`src/rtl/acc_apb_regs_pkg.sv`:
```
`default_nettype none
// ============================================================================
// Module      : acc_regs_pkg
// Description : Register offsets, bit indices and FSM encoding shared by the
//               accelerometer APB register front-end.
// Revision    : 1.0 - initial release
// ============================================================================
package acc_regs_pkg;

    localparam logic [7:0] c_off_addr   = 8'h00;
    localparam logic [7:0] c_off_wdata  = 8'h04;
    localparam logic [7:0] c_off_cmd    = 8'h08;
    localparam logic [7:0] c_off_status = 8'h0C;
    localparam logic [7:0] c_off_rdata  = 8'h10;
    localparam logic [7:0] c_off_irq_en = 8'h14;

    localparam int c_st_busy    = 0;
    localparam int c_st_wr_ok   = 1;
    localparam int c_st_rd_ok   = 2;
    localparam int c_st_timeout = 3;
    localparam int c_st_done    = 4;

    localparam int c_cmd_wr = 0;
    localparam int c_cmd_rd = 1;

    typedef enum logic [1:0] {
        c_idle    = 2'd0,
        c_pending = 2'd1,
        c_active  = 2'd2
    } acc_state_t;

endpackage
`default_nettype wire

```
`src/rtl/acc_apb_regs_if.sv`:
```
`default_nettype none
// ============================================================================
// Module      : acc_apb_regs_if
// Description : APB3 bus bundle between a CPU master and the register slave.
// Revision    : 1.0 - initial release
// ============================================================================
interface acc_apb_regs_if;
    logic        psel;
    logic        penable;
    logic        pwrite;
    logic [7:0]  paddr;
    logic [31:0] pwdata;
    logic [31:0] prdata;
    logic        pready;
    logic        pslverr;

    modport master (
        output psel, penable, pwrite, paddr, pwdata,
        input  prdata, pready, pslverr
    );

    modport slave (
        input  psel, penable, pwrite, paddr, pwdata,
        output prdata, pready, pslverr
    );
endinterface
`default_nettype wire

```
`src/rtl/acc_cmd_timer.sv`:
```
`default_nettype none
// ============================================================================
// Module      : acc_cmd_timer
// Description : Saturating down-counter timing a command from accept to done.
// Revision    : 1.0 - initial release
// ============================================================================
module acc_cmd_timer #(
    parameter int TIMEOUT_CYCLES = 4096
) (
    input  wire logic clk,
    input  wire logic rst,
    input  wire logic i_load,
    input  wire logic i_en,
    output logic      o_expired
);

    localparam int             c_w    = (TIMEOUT_CYCLES > 1) ? $clog2(TIMEOUT_CYCLES) : 1;
    localparam logic [c_w-1:0] c_load = c_w'(TIMEOUT_CYCLES - 1);

    logic [c_w-1:0] r_count;

    always_ff @(posedge clk or posedge rst) begin
        if (rst) begin
            r_count <= '0;
        end else if (i_load) begin
            r_count <= c_load;
        end else if (i_en && (r_count != '0)) begin
            r_count <= r_count - c_w'(1);
        end
    end

    assign o_expired = (r_count == '0);

endmodule
`default_nettype wire

```
`src/rtl/acc_apb_regs.sv`:
```
`default_nettype none
// ============================================================================
// Module      : acc_apb_regs
// Description : APB3 register front-end for the accelerometer I2C engine:
//               command latches, transaction tracking, status and interrupt.
// Revision    : 1.0 - initial release
// ============================================================================
module acc_apb_regs
    import acc_regs_pkg::*;
#(
    parameter int TIMEOUT_CYCLES = 4096,
    parameter int DEBUG_BUS_SIZE = 4
) (
    input  wire logic                      clk,
    input  wire logic                      rst,
    acc_apb_regs_if.slave                  apb,
    output logic [7:0]                     addr,
    output logic [7:0]                     data_wr,
    output logic                           wren_latch,
    output logic                           rden_latch,
    input  wire logic                      wren_clr,
    input  wire logic                      rden_clr,
    input  wire logic [7:0]                data_rd,
    input  wire logic                      rd_ok,
    input  wire logic                      wr_ok,
    input  wire logic                      eng_req,
    output logic                           irq,
    output logic [DEBUG_BUS_SIZE-1:0]      debug
);

    acc_state_t r_state, w_state_next;

    logic [7:0] r_addr, r_wdata, r_rdata;
    logic       r_wren, r_rden, r_op_read;
    logic       r_wr_ok_cap, r_rd_ok_cap, r_timeout, r_done;
    logic       r_irq_en, r_irq;

    logic w_access, w_busy, w_mapped, w_locked, w_err, w_wr;
    logic w_wr_addr, w_wr_wdata, w_wr_cmd, w_wr_status, w_wr_irq_en;
    logic w_accept, w_drop_wr, w_drop_rd, w_set_timeout, w_set_done, w_capture;
    logic w_expired;
    logic [31:0] w_prdata;
    logic w_unused;

    assign w_access = apb.psel & apb.penable;
    assign w_busy   = (r_state != c_idle);

    always_comb begin
        w_mapped = 1'b0;
        w_locked = 1'b0;
        case (apb.paddr)
            c_off_addr, c_off_wdata, c_off_cmd: begin
                w_mapped = 1'b1;
                // Engine samples addr/data_wr mid-transaction, so hold them
                w_locked = apb.pwrite & w_busy;
            end
            c_off_status, c_off_rdata, c_off_irq_en: w_mapped = 1'b1;
            default: ;
        endcase
    end

    assign w_err       = w_access & (~w_mapped | w_locked);
    assign w_wr        = w_access & apb.pwrite & ~w_err;
    assign w_wr_addr   = w_wr & (apb.paddr == c_off_addr);
    assign w_wr_wdata  = w_wr & (apb.paddr == c_off_wdata);
    assign w_wr_cmd    = w_wr & (apb.paddr == c_off_cmd);
    assign w_wr_status = w_wr & (apb.paddr == c_off_status);
    assign w_wr_irq_en = w_wr & (apb.paddr == c_off_irq_en);

    always_comb begin
        w_prdata = '0;
        if (apb.psel && !apb.pwrite) begin
            case (apb.paddr)
                c_off_addr:   w_prdata = {24'd0, r_addr};
                c_off_wdata:  w_prdata = {24'd0, r_wdata};
                c_off_status: w_prdata = {27'd0, r_done, r_timeout, r_rd_ok_cap, r_wr_ok_cap, w_busy};
                c_off_rdata:  w_prdata = {24'd0, r_rdata};
                c_off_irq_en: w_prdata = {31'd0, r_irq_en};
                default:      w_prdata = '0;
            endcase
        end
    end

    assign apb.prdata  = w_prdata;
    assign apb.pready  = 1'b1;
    assign apb.pslverr = w_err;

    always_ff @(posedge clk or posedge rst) begin
        if (rst) begin
            r_state <= c_idle;
        end else begin
            r_state <= w_state_next;
        end
    end

    always_comb begin
        w_state_next  = r_state;
        w_accept      = 1'b0;
        w_drop_wr     = 1'b0;
        w_drop_rd     = 1'b0;
        w_set_timeout = 1'b0;
        w_set_done    = 1'b0;
        w_capture     = 1'b0;
        case (r_state)
            c_idle: begin
                if (w_wr_cmd && (apb.pwdata[c_cmd_wr] || apb.pwdata[c_cmd_rd])) begin
                    w_accept     = 1'b1;
                    w_state_next = c_pending;
                end
            end
            c_pending: begin
                if (wren_clr || rden_clr) begin
                    w_drop_wr    = wren_clr;
                    w_drop_rd    = rden_clr;
                    w_state_next = c_active;
                end else if (w_expired) begin
                    w_drop_wr     = 1'b1;
                    w_drop_rd     = 1'b1;
                    w_set_timeout = 1'b1;
                    w_set_done    = 1'b1;
                    w_state_next  = c_idle;
                end
            end
            c_active: begin
                // The engine cannot be aborted: a timeout only flags it
                if (!eng_req) begin
                    w_capture    = 1'b1;
                    w_set_done   = 1'b1;
                    w_state_next = c_idle;
                end else if (w_expired) begin
                    w_set_timeout = 1'b1;
                end
            end
            default: w_state_next = c_idle;
        endcase
    end

    always_ff @(posedge clk or posedge rst) begin
        if (rst) begin
            r_addr      <= '0;
            r_wdata     <= '0;
            r_rdata     <= '0;
            r_wren      <= 1'b0;
            r_rden      <= 1'b0;
            r_op_read   <= 1'b0;
            r_wr_ok_cap <= 1'b0;
            r_rd_ok_cap <= 1'b0;
            r_timeout   <= 1'b0;
            r_done      <= 1'b0;
            r_irq_en    <= 1'b0;
            r_irq       <= 1'b0;
        end else begin
            if (w_wr_addr)   r_addr   <= apb.pwdata[7:0];
            if (w_wr_wdata)  r_wdata  <= apb.pwdata[7:0];
            if (w_wr_irq_en) r_irq_en <= apb.pwdata[0];

            if (w_accept) begin
                // Write takes priority when both command bits are set
                r_wren      <= apb.pwdata[c_cmd_wr];
                r_rden      <= ~apb.pwdata[c_cmd_wr] & apb.pwdata[c_cmd_rd];
                r_op_read   <= ~apb.pwdata[c_cmd_wr] & apb.pwdata[c_cmd_rd];
                r_wr_ok_cap <= 1'b0;
                r_rd_ok_cap <= 1'b0;
            end
            if (w_drop_wr) r_wren <= 1'b0;
            if (w_drop_rd) r_rden <= 1'b0;

            if (w_capture) begin
                r_wr_ok_cap <= wr_ok;
                r_rd_ok_cap <= rd_ok;
                if (r_op_read) r_rdata <= data_rd;
            end

            if (w_set_timeout)
                r_timeout <= 1'b1;
            else if (w_wr_status && apb.pwdata[c_st_timeout])
                r_timeout <= 1'b0;

            if (w_set_done)
                r_done <= 1'b1;
            else if (w_accept || (w_wr_status && apb.pwdata[c_st_done]))
                r_done <= 1'b0;

            r_irq <= r_done & r_irq_en;
        end
    end

    acc_cmd_timer #(
        .TIMEOUT_CYCLES (TIMEOUT_CYCLES)
    ) u_timer (
        .clk       (clk),
        .rst       (rst),
        .i_load    (w_accept),
        .i_en      (w_busy),
        .o_expired (w_expired)
    );

    assign addr       = r_addr;
    assign data_wr    = r_wdata;
    assign wren_latch = r_wren;
    assign rden_latch = r_rden;
    assign irq        = r_irq;
    assign debug      = DEBUG_BUS_SIZE'({r_state, r_timeout, w_busy});
    assign w_unused   = ^apb.pwdata[31:8];

endmodule
`default_nettype wire
```
`src/flat_wrapper.sv`:
```
// flat-port wrapper written by rule: the top's interface ports become plain ports
module acc_apb_regs_flat import acc_regs_pkg::*;
#(
    parameter int TIMEOUT_CYCLES = 4096,
    parameter int DEBUG_BUS_SIZE = 4
)
  (clk, rst, addr, data_wr, wren_latch, rden_latch, wren_clr, rden_clr, data_rd, rd_ok, wr_ok, eng_req, irq, debug, apb_psel, apb_penable, apb_pwrite, apb_paddr, apb_pwdata, apb_prdata, apb_pready, apb_pslverr);
  acc_apb_regs_if apb_i ();
  input  wire logic clk;
  input  wire logic rst;
  output logic [7:0] addr;
  output logic [7:0] data_wr;
  output logic wren_latch;
  output logic rden_latch;
  input  wire logic wren_clr;
  input  wire logic rden_clr;
  input  wire logic [7:0] data_rd;
  input  wire logic rd_ok;
  input  wire logic wr_ok;
  input  wire logic eng_req;
  output logic irq;
  output logic [DEBUG_BUS_SIZE-1:0] debug;
  input wire logic [$bits(apb_i.psel)-1:0] apb_psel;
  input wire logic [$bits(apb_i.penable)-1:0] apb_penable;
  input wire logic [$bits(apb_i.pwrite)-1:0] apb_pwrite;
  input wire logic [$bits(apb_i.paddr)-1:0] apb_paddr;
  input wire logic [$bits(apb_i.pwdata)-1:0] apb_pwdata;
  output wire logic [$bits(apb_i.prdata)-1:0] apb_prdata;
  output wire logic [$bits(apb_i.pready)-1:0] apb_pready;
  output wire logic [$bits(apb_i.pslverr)-1:0] apb_pslverr;
  assign apb_i.psel = apb_psel;
  assign apb_i.penable = apb_penable;
  assign apb_i.pwrite = apb_pwrite;
  assign apb_i.paddr = apb_paddr;
  assign apb_i.pwdata = apb_pwdata;
  assign apb_prdata = apb_i.prdata;
  assign apb_pready = apb_i.pready;
  assign apb_pslverr = apb_i.pslverr;
  acc_apb_regs #(.TIMEOUT_CYCLES(TIMEOUT_CYCLES), .DEBUG_BUS_SIZE(DEBUG_BUS_SIZE)) u_core (.clk(clk), .rst(rst), .apb(apb_i), .addr(addr), .data_wr(data_wr), .wren_latch(wren_latch), .rden_latch(rden_latch), .wren_clr(wren_clr), .rden_clr(rden_clr), .data_rd(data_rd), .rd_ok(rd_ok), .wr_ok(wr_ok), .eng_req(eng_req), .irq(irq), .debug(debug));
endmodule
```
`config.mk`:
```
export PLATFORM = sky130hd
export DESIGN_NAME = acc_apb_regs_flat
export DESIGN_NICKNAME = d
export VERILOG_FILES = /design/src/rtl/acc_apb_regs_pkg.sv /design/src/rtl/acc_apb_regs_if.sv /design/src/rtl/acc_cmd_timer.sv /design/src/rtl/acc_apb_regs.sv /design/src/flat_wrapper.sv
export SDC_FILE = /design/constraint.sdc
export NUM_CORES = 1
export LEC_CHECK = 0
export BUFFER_PORTS_ARGS = -buffer_cell sky130_fd_sc_hd__buf_2
export CORE_AREA = 2 2 58 114
export CTS_CLUSTER_SIZE = 40
export DETAILED_ROUTE_END_ITERATION = 8
export DIE_AREA = 0 0 60 116
export PLACE_DENSITY = 0.84
export REMOVE_ABC_BUFFERS = 1
export SYNTH_ARGS = -nofsm -noshare
export SYNTH_HDL_FRONTEND = slang
export SYNTH_SLANG_ARGS = --single-unit
export TNS_END_PERCENT = 1
```
`constraint.sdc`:
```
create_clock -name clk -period 2 [get_ports clk]
set_input_delay 0 -clock clk [delete_from_list [all_inputs] [get_ports clk]]
set_output_delay 0 -clock clk [all_outputs]
set_load 0.1 [all_outputs]
```
Yosys cells after proc, flatten, opt, wreduce, memory -nomap -nowiden. Cells that the tools add are included.

Register bits: 47. Bits of input ports: 58. Output and inout port bits: 57. Word-level logic and storage cells: 100.

Add/subtract/negate cells: 1. Eq/ne operators: 10. Multiplexer cells: 35. Bitwise operators: 16. Reduce and logical (&&, ||, !) cells: 24.

Operator list (count): $pmux 8 s5 (1); $mux 32 (1); $mux 1 (24); $mux 12 (2); $eq 8x4->1 const B (2); $eq 8x5->1 const B (2); $reduce_bool 2->1 (7); $and 1x1->1 (12); $logic_not 12->1 (1); $reduce_bool 12->1 (1); $sub 12x1->12 const B (1); $eq 8x3->1 const B (1); $logic_not 8->1 (1); $mux 2 (4); $pmux 2 s3 (1); $reduce_or 6->1 (1); $logic_and 1x1->1 (5); $pmux 1 s2 (2); $logic_or 1x1->1 (3); $ne 3x2->1 const B (1); $not 1->1 (3); $reduce_and 3->1 (1); $reduce_or 3->1 (1); $eq 2x1->1 const B (1); 7 further kinds (7).

Longest topological paths before layout.
Depth in word-level cells: 15. Depth in mapped cells: 8. Gate-level depth less buffers: 6.

Cells and area by module. Synthesis repeated with hierarchy kept, for this count alone.

Cells, all modules: 271. Area, all modules: 2842.7 µm².

By module, submodules not included: acc_apb_regs (instances 1, cells an instance 208, area each 2169.6 µm², sequential area each 875.8 µm²); acc_cmd_timer (instances 1, cells an instance 63, area each 673.1 µm², sequential area each 300.3 µm²).

Worst setup path after synthesis. OpenSTA, ideal clock, no wires.

Kind: reg-to-output. Start: register u_core.r_state[0]. End: output apb_pslverr. Arrival time: 3.373 ns. Required time: 2.000 ns. Slack: -1.373 ns. Cell stages (with the launch flop): 7. Path buffers: 1. Cell sequence: dfrtp_1 inv_1 ha_1 buf_4 a2111oi_0 a21oi_1 a21oi_1.

Longest elaborated chain between the ends: 5.

RTL lines: from (decl) (RTL line acc_apb_regs.sv:31) `acc_state_t r_state, w_state_next;`; from (signal assigned) (RTL line acc_apb_regs.sv:90) `r_state <= c_idle;`; from (signal assigned) (RTL line acc_apb_regs.sv:92) `r_state <= w_state_next;`; $reduce_bool 2->1 (RTL line acc_apb_regs.sv:46) `assign w_busy = (r_state != c_idle);`; $and 1x1->1 (RTL line acc_apb_regs.sv:55) `w_locked = apb.pwrite & w_busy;`; $mux 1 (RTL line acc_apb_regs.sv:51) `case (apb.paddr)`; $or 1x1->1 (RTL line acc_apb_regs.sv:62) `assign w_err = w_access & (~w_mapped | w_locked);`; $and 1x1->1 (RTL line acc_apb_regs.sv:62); to (decl) (RTL line flat_wrapper.sv:30) `output wire logic [$bits(apb_i.pslverr)-1:0] apb_pslverr;`.

Every way passes these cells.

Worst setup path in the final report.
Start: register u_core.r_state[1]. End: output apb_pslverr.

The elaborated chain is that of the path after synthesis.

==> impl_summary.txt <==
----------------------------------------------------
[Run status]
  Run status ... complete, no violations

[Clock network]
  TritonCTS clock tree ... done
  Cts bufs inserted ... 5
  Clock slew seen by the registers of the worst setup and hold paths ... 0.06 ns
  H-tree Lvls ... 2
  Clock Sink Count ... 47
  Clock insertion delay at the later pin of the skew report ... 0.30 ns
  Master cell of the clock root buffer ... clkbuf_16
  Buffers from clock root to sink, at most ... 2

[Critical path]
  R2R cell count ... 7
  CP cell instances ... inv_2 > ha_4 > buf_6 > buf_8 > a2111oi_4 > a21oi_2 > a21oi_2 > buf_12
  Worst-path cell with the longest stage delay ... dfrtp_1
  Top cell by count, worst path ... a21oi_2
  RR Startpoint ... u_core.r_state[1]$_DFFE_PP0P_
  Kind of cell adding the most delay to the critical path ... compound AO/OA/AOI/OAI gates
  CP peak stage delay ... 0.38 ns
  Type of the worst setup path ... flop to primary output
  Endpoint of the worst-slack reg-to-reg timing path ... u_core.addr[5]$_DFFE_PP0P_
  Capturing element type of the critical path ... primary output
  Arrival time of the worst setup path ... 2.00 ns
  Critical-path maximum fanout ... 5
  Critical path startpoint category ... flop
  Number of buffers and inverters on the critical path ... 4
  Required time at the worst-slack endpoint ... 2.00 ns
  Flop-to-flop setup slack ... 0.05 ns

[Logic synthesis]
  Post-synthesis compound-gate area fraction ... 0.121
  Seq/Total Area, Yosys ... 0.407
  Area of the mapped netlist ... 2890 sq um
  Area contributors post-synth ... dfrtp_1, buf_4, mux2_4
  Most instantiated flip-flop cell in the synthesis netlist ... dfrtp_1
  Leading area contributor after synthesis ... dfrtp_1
  Combinational family with the most area after synthesis ... simple AND/OR/NAND/NOR gates
  Multiplexer share of the synthesized area ... 0.150
  Cells after Synth ... 268
  Fraction of registers with async set/reset ... 1.00
  Simple-gate share of the synthesized area ... 0.190
  Warnings from Yosys ... 0
  Share of the synthesized area in the top cell type ... 0.407
  Area share of xor/xnor cells in the synthesized design ... 0.0121
  Flop and latch count out of synthesis ... 47
  Distinct cell type count of the synthesized netlist ... 63
  Mean area per synthesized cell ... 10.8 sq um
  Adder-cell share of the synthesized area ... 0.0173
  Number of synthesized flops with an enable pin ... 0

[Cells and area]
  Number of antenna cells inserted ... 0
  Share of post-route cells with drive strength above 1 ... 0.372
  Area of the multi-input gates ... 1580 sq um
  Final std cell area, no fill ... 3900 sq um
  Filler Cells Inserted ... 439
  Layout overhead on the synthesized area ... 34.9%
  Finished Layout Cells ... 455
  FF/Latch Area ... 1180 sq um
  Finished Core Util ... 0.644
  Number of nets at the end of the flow ... 432

[Floorplan]
  Standard-cell row count ... 40
  Starting utilization of the core area ... 0.477
  Die Ht ... 116 um
  Number of ports placed on the die boundary ... 115
  Width of the chip ... 60 um
  Floorplan core area ... 6060 sq um
  Die footprint ... 6960 sq um

[STA]
  Max-slew headroom at the worst pin ... 0.605
  Total count of max-transition violations in the final report ... 0
  Max Clock Freq ... 0.501 GHz
  Clock skew ... 0.00592 ns
  Setup repair after global routing missed its margin ... true
  Final count of hold timing violations ... 0
  Hold slack ... 0.0225 ns
  Total Neg Setup Slack ... 0 ns
  Tightest Pin Transition ... 0.593 ns
  Final worst path period share ... 0.998
  Total of endpoints with negative setup slack in the final report ... 0
  Clock period minus worst slack ... 2.00 ns

[Drt]
  Average wire length per cell after detail routing ... 17.5 um
  Count of nets left with antenna violations after detail routing ... 0
  DRC violation count after routing ... 0
  DRT iter0 DRCs ... 121
  Total Routed Length ... 7.95 mm
  Via density per instance ... 5.48
  First drt pass iteration count ... 4
  Via count of the routed design ... 2493

[Global routing]
  First-pass GRT wire length ... 12.3 mm
  Total GRT Usage ... 0.240
  Largest net degree at the start of global routing ... 48
  Number of antenna violations at the first check in global routing ... 0
  Final global-route overflow total ... 0
  Vias in the first global route ... 2564

[Place]
  Global placement routability congestion ... 0.890
  PortBufs ... 65
  Cell area after placement ... 3450 sq um
  Cells after DPL ... 426
  Half-perimeter wire length of the detailed placement result ... 5.58 mm

[Pwr]
  VDD IR max ... 0.793 mV
  Total power divided by cell area ... 663 nW/um^2
  Cell leakage power ... 1.85 nW

[Hold path]
  Worst hold path startpoint ... wren_clr
  Number of cells traversed by the worst hold path ... 3
  Worst Hold End ... u_core.wren_latch$_DFFE_PP0P_
  Worst hold path type ... primary input to flop

[Job]
  Max Cap Viol ... 0

----------------------------------------------------
synthesized netlist by cell type (all sizes together), types with 2 or more instances:
cell type	instances
o211ai	2
dfrtp	47
xnor2	2
nor2b	7
nand4	4
a21oi	9
mux2	25
a2bb2oi	5
a221oi	2
nor3	6
or4b	2
nand3	11
inv	10
nor4b	2
nor2	17
mux2i	10
and2	3
clkbuf	4
o31ai	2
or4	3
nor4	5
xor2	2
and3	2
a31oi	4
ha	4
conb	2
buf	31
o21ai	11
nand2	12
a2111oi	2
o21bai	2
power by group:
| part | internal, mW | switching [mW] |
|---|---|---|
| clock network | 0.622 | 0.362 |
| logic | 0.183 | 0.415 |
| registers | 0.978 | 0.0246 |
flip-flops by register name (all words and copies together), names as in the netlist:
signal                  count
u_core.data_wr              8
u_core.addr                 8
u_core.r_wr_ok_cap          1
u_core.rden_latch           1
u_core.wren_latch           1
u_core.u_timer.r_count     12
u_core.r_done               1
u_core.irq                  1
u_core.r_op_read            1
u_core.r_state              2
u_core.r_timeout            1
u_core.r_rdata              8
u_core.r_rd_ok_cap          1
u_core.r_irq_en             1
metrics by stage:
| step | setup WS [ns] | power (mW) |
|---|---|---|
| after floorplan | -1.38 | 1.40 |
| after global placement | 0.0444 | 1.54 |
| after detailed placement | -0.0221 | 1.55 |
| after CTS | 0.0339 | 2.56 |
| after global routing | -0.0643 | 2.67 |
| final | 0.00315 | 2.58 |
final cells by class:
type,count,share of cell area
clock inverter,2,0.00898
multi-input combinational,199,0.405
inverter,10,0.00962
sequential,47,0.302
timing repair buffer,107,0.213
clock buffer,6,0.0356
tap,84,0.0269
cells in the final DEF (no fill, tap or decap), types with 3 or more instances in the layout:
cell / netlist / layout
a31oi_1: 4 / 4
a21oi_1: 9 / 7
mux2_4: 8 / 8
buf_4: 28 / 21
buf_2: 1 / 57
and2_1: 3 / 3
dlygate4sd3_1: 0 / 18
nand2_1: 12 / 12
a2bb2oi_1: 5 / 5
nor3_1: 3 / 3
nor4_1: 3 / 3
nand3_1: 10 / 10
clkbuf_16: 0 / 5
mux2i_1: 10 / 10
inv_1: 9 / 6
inv_2: 1 / 4
nor2_1: 17 / 17
nor2b_1: 7 / 7
mux2_1: 9 / 9
buf_12: 0 / 9
mux2_2: 8 / 8
dfrtp_1: 47 / 47
o21ai_0: 10 / 10
or4_1: 3 / 3
conb_1: 2 / 25
kinds of logic (layout without fill, tap and decap cells):
logic type | count (synthesis) | after routing
compound gates | 48 | 48
xor+xnor | 4 | 4
fa+ha+maj | 4 | 4
buf+inv | 45 | 125
flops | 47 | 47
mux | 36 | 36
other cells | 2 | 25
simple gates | 82 | 82
layer usage:
metal / vias up / track usage / wire length, um / share of wire
li1: 1128 / - / - / -
met1: 1226 / 0.244 / 2610 / 0.33
met2: 116 / 0.438 / 4630 / 0.58
met3: 23 / 0.0480 / 430 / 0.054
met4: 0 / 0.124 / 287 / 0.036
met5: - / 0 / 0 / 0
worst max path at each step:
| stage | start | end | cells past startpoint | slack (ns) |
|---|---|---|---|---|
| 4_1_cts | u_core.r_state[1]$_DFFE_PP0P_ | apb_pslverr | 8 | 0.03 |
| 2_1_floorplan | u_core.r_state[0]$_DFFE_PP0P_ | apb_prdata[0] | 5 | -1.38 |
| 5_1_grt | u_core.r_state[1]$_DFFE_PP0P_ | apb_pslverr | 8 | -0.06 |
| 3_3_place_gp | u_core.u_timer.r_count[1]$_DFFE_PP0P_ | u_core.r_state[1]$_DFFE_PP0P_ | 6 | 0.04 |
| 3_5_place_dp | u_core.u_timer.r_count[1]$_DFFE_PP0P_ | u_core.r_state[1]$_DFFE_PP0P_ | 6 | -0.02 |
| 6_report | u_core.r_state[1]$_DFFE_PP0P_ | apb_pslverr | 8 | 0.003 |
worst register-to-register path: cells and delay by family (launching register included):
| kind | cells | cell delay (ns) |
|---|---|---|
| adder cells (fa/ha/maj) | 1 | 0.16 |
| buffers and inverters | 3 | 0.30 |
| AND/OR/NAND/NOR | 2 | 0.67 |
| multiplexers | 1 | 0.30 |
| flip-flops | 1 | 0.40 |
repair_timing:
| action | CTS | global route |
|---|---|---|
| endpoints found under the setup margin | 2 | 16 |
| gates resized for setup | 5 | 11 |
| hold endpoints to repair | 71 | 0 |
| pin swaps | 1 | 4 |
| hold buffers | 18 | 0 |
| setup buffers | 0 | 3 |
No activity file was read; power rests on OpenSTA's default activity.
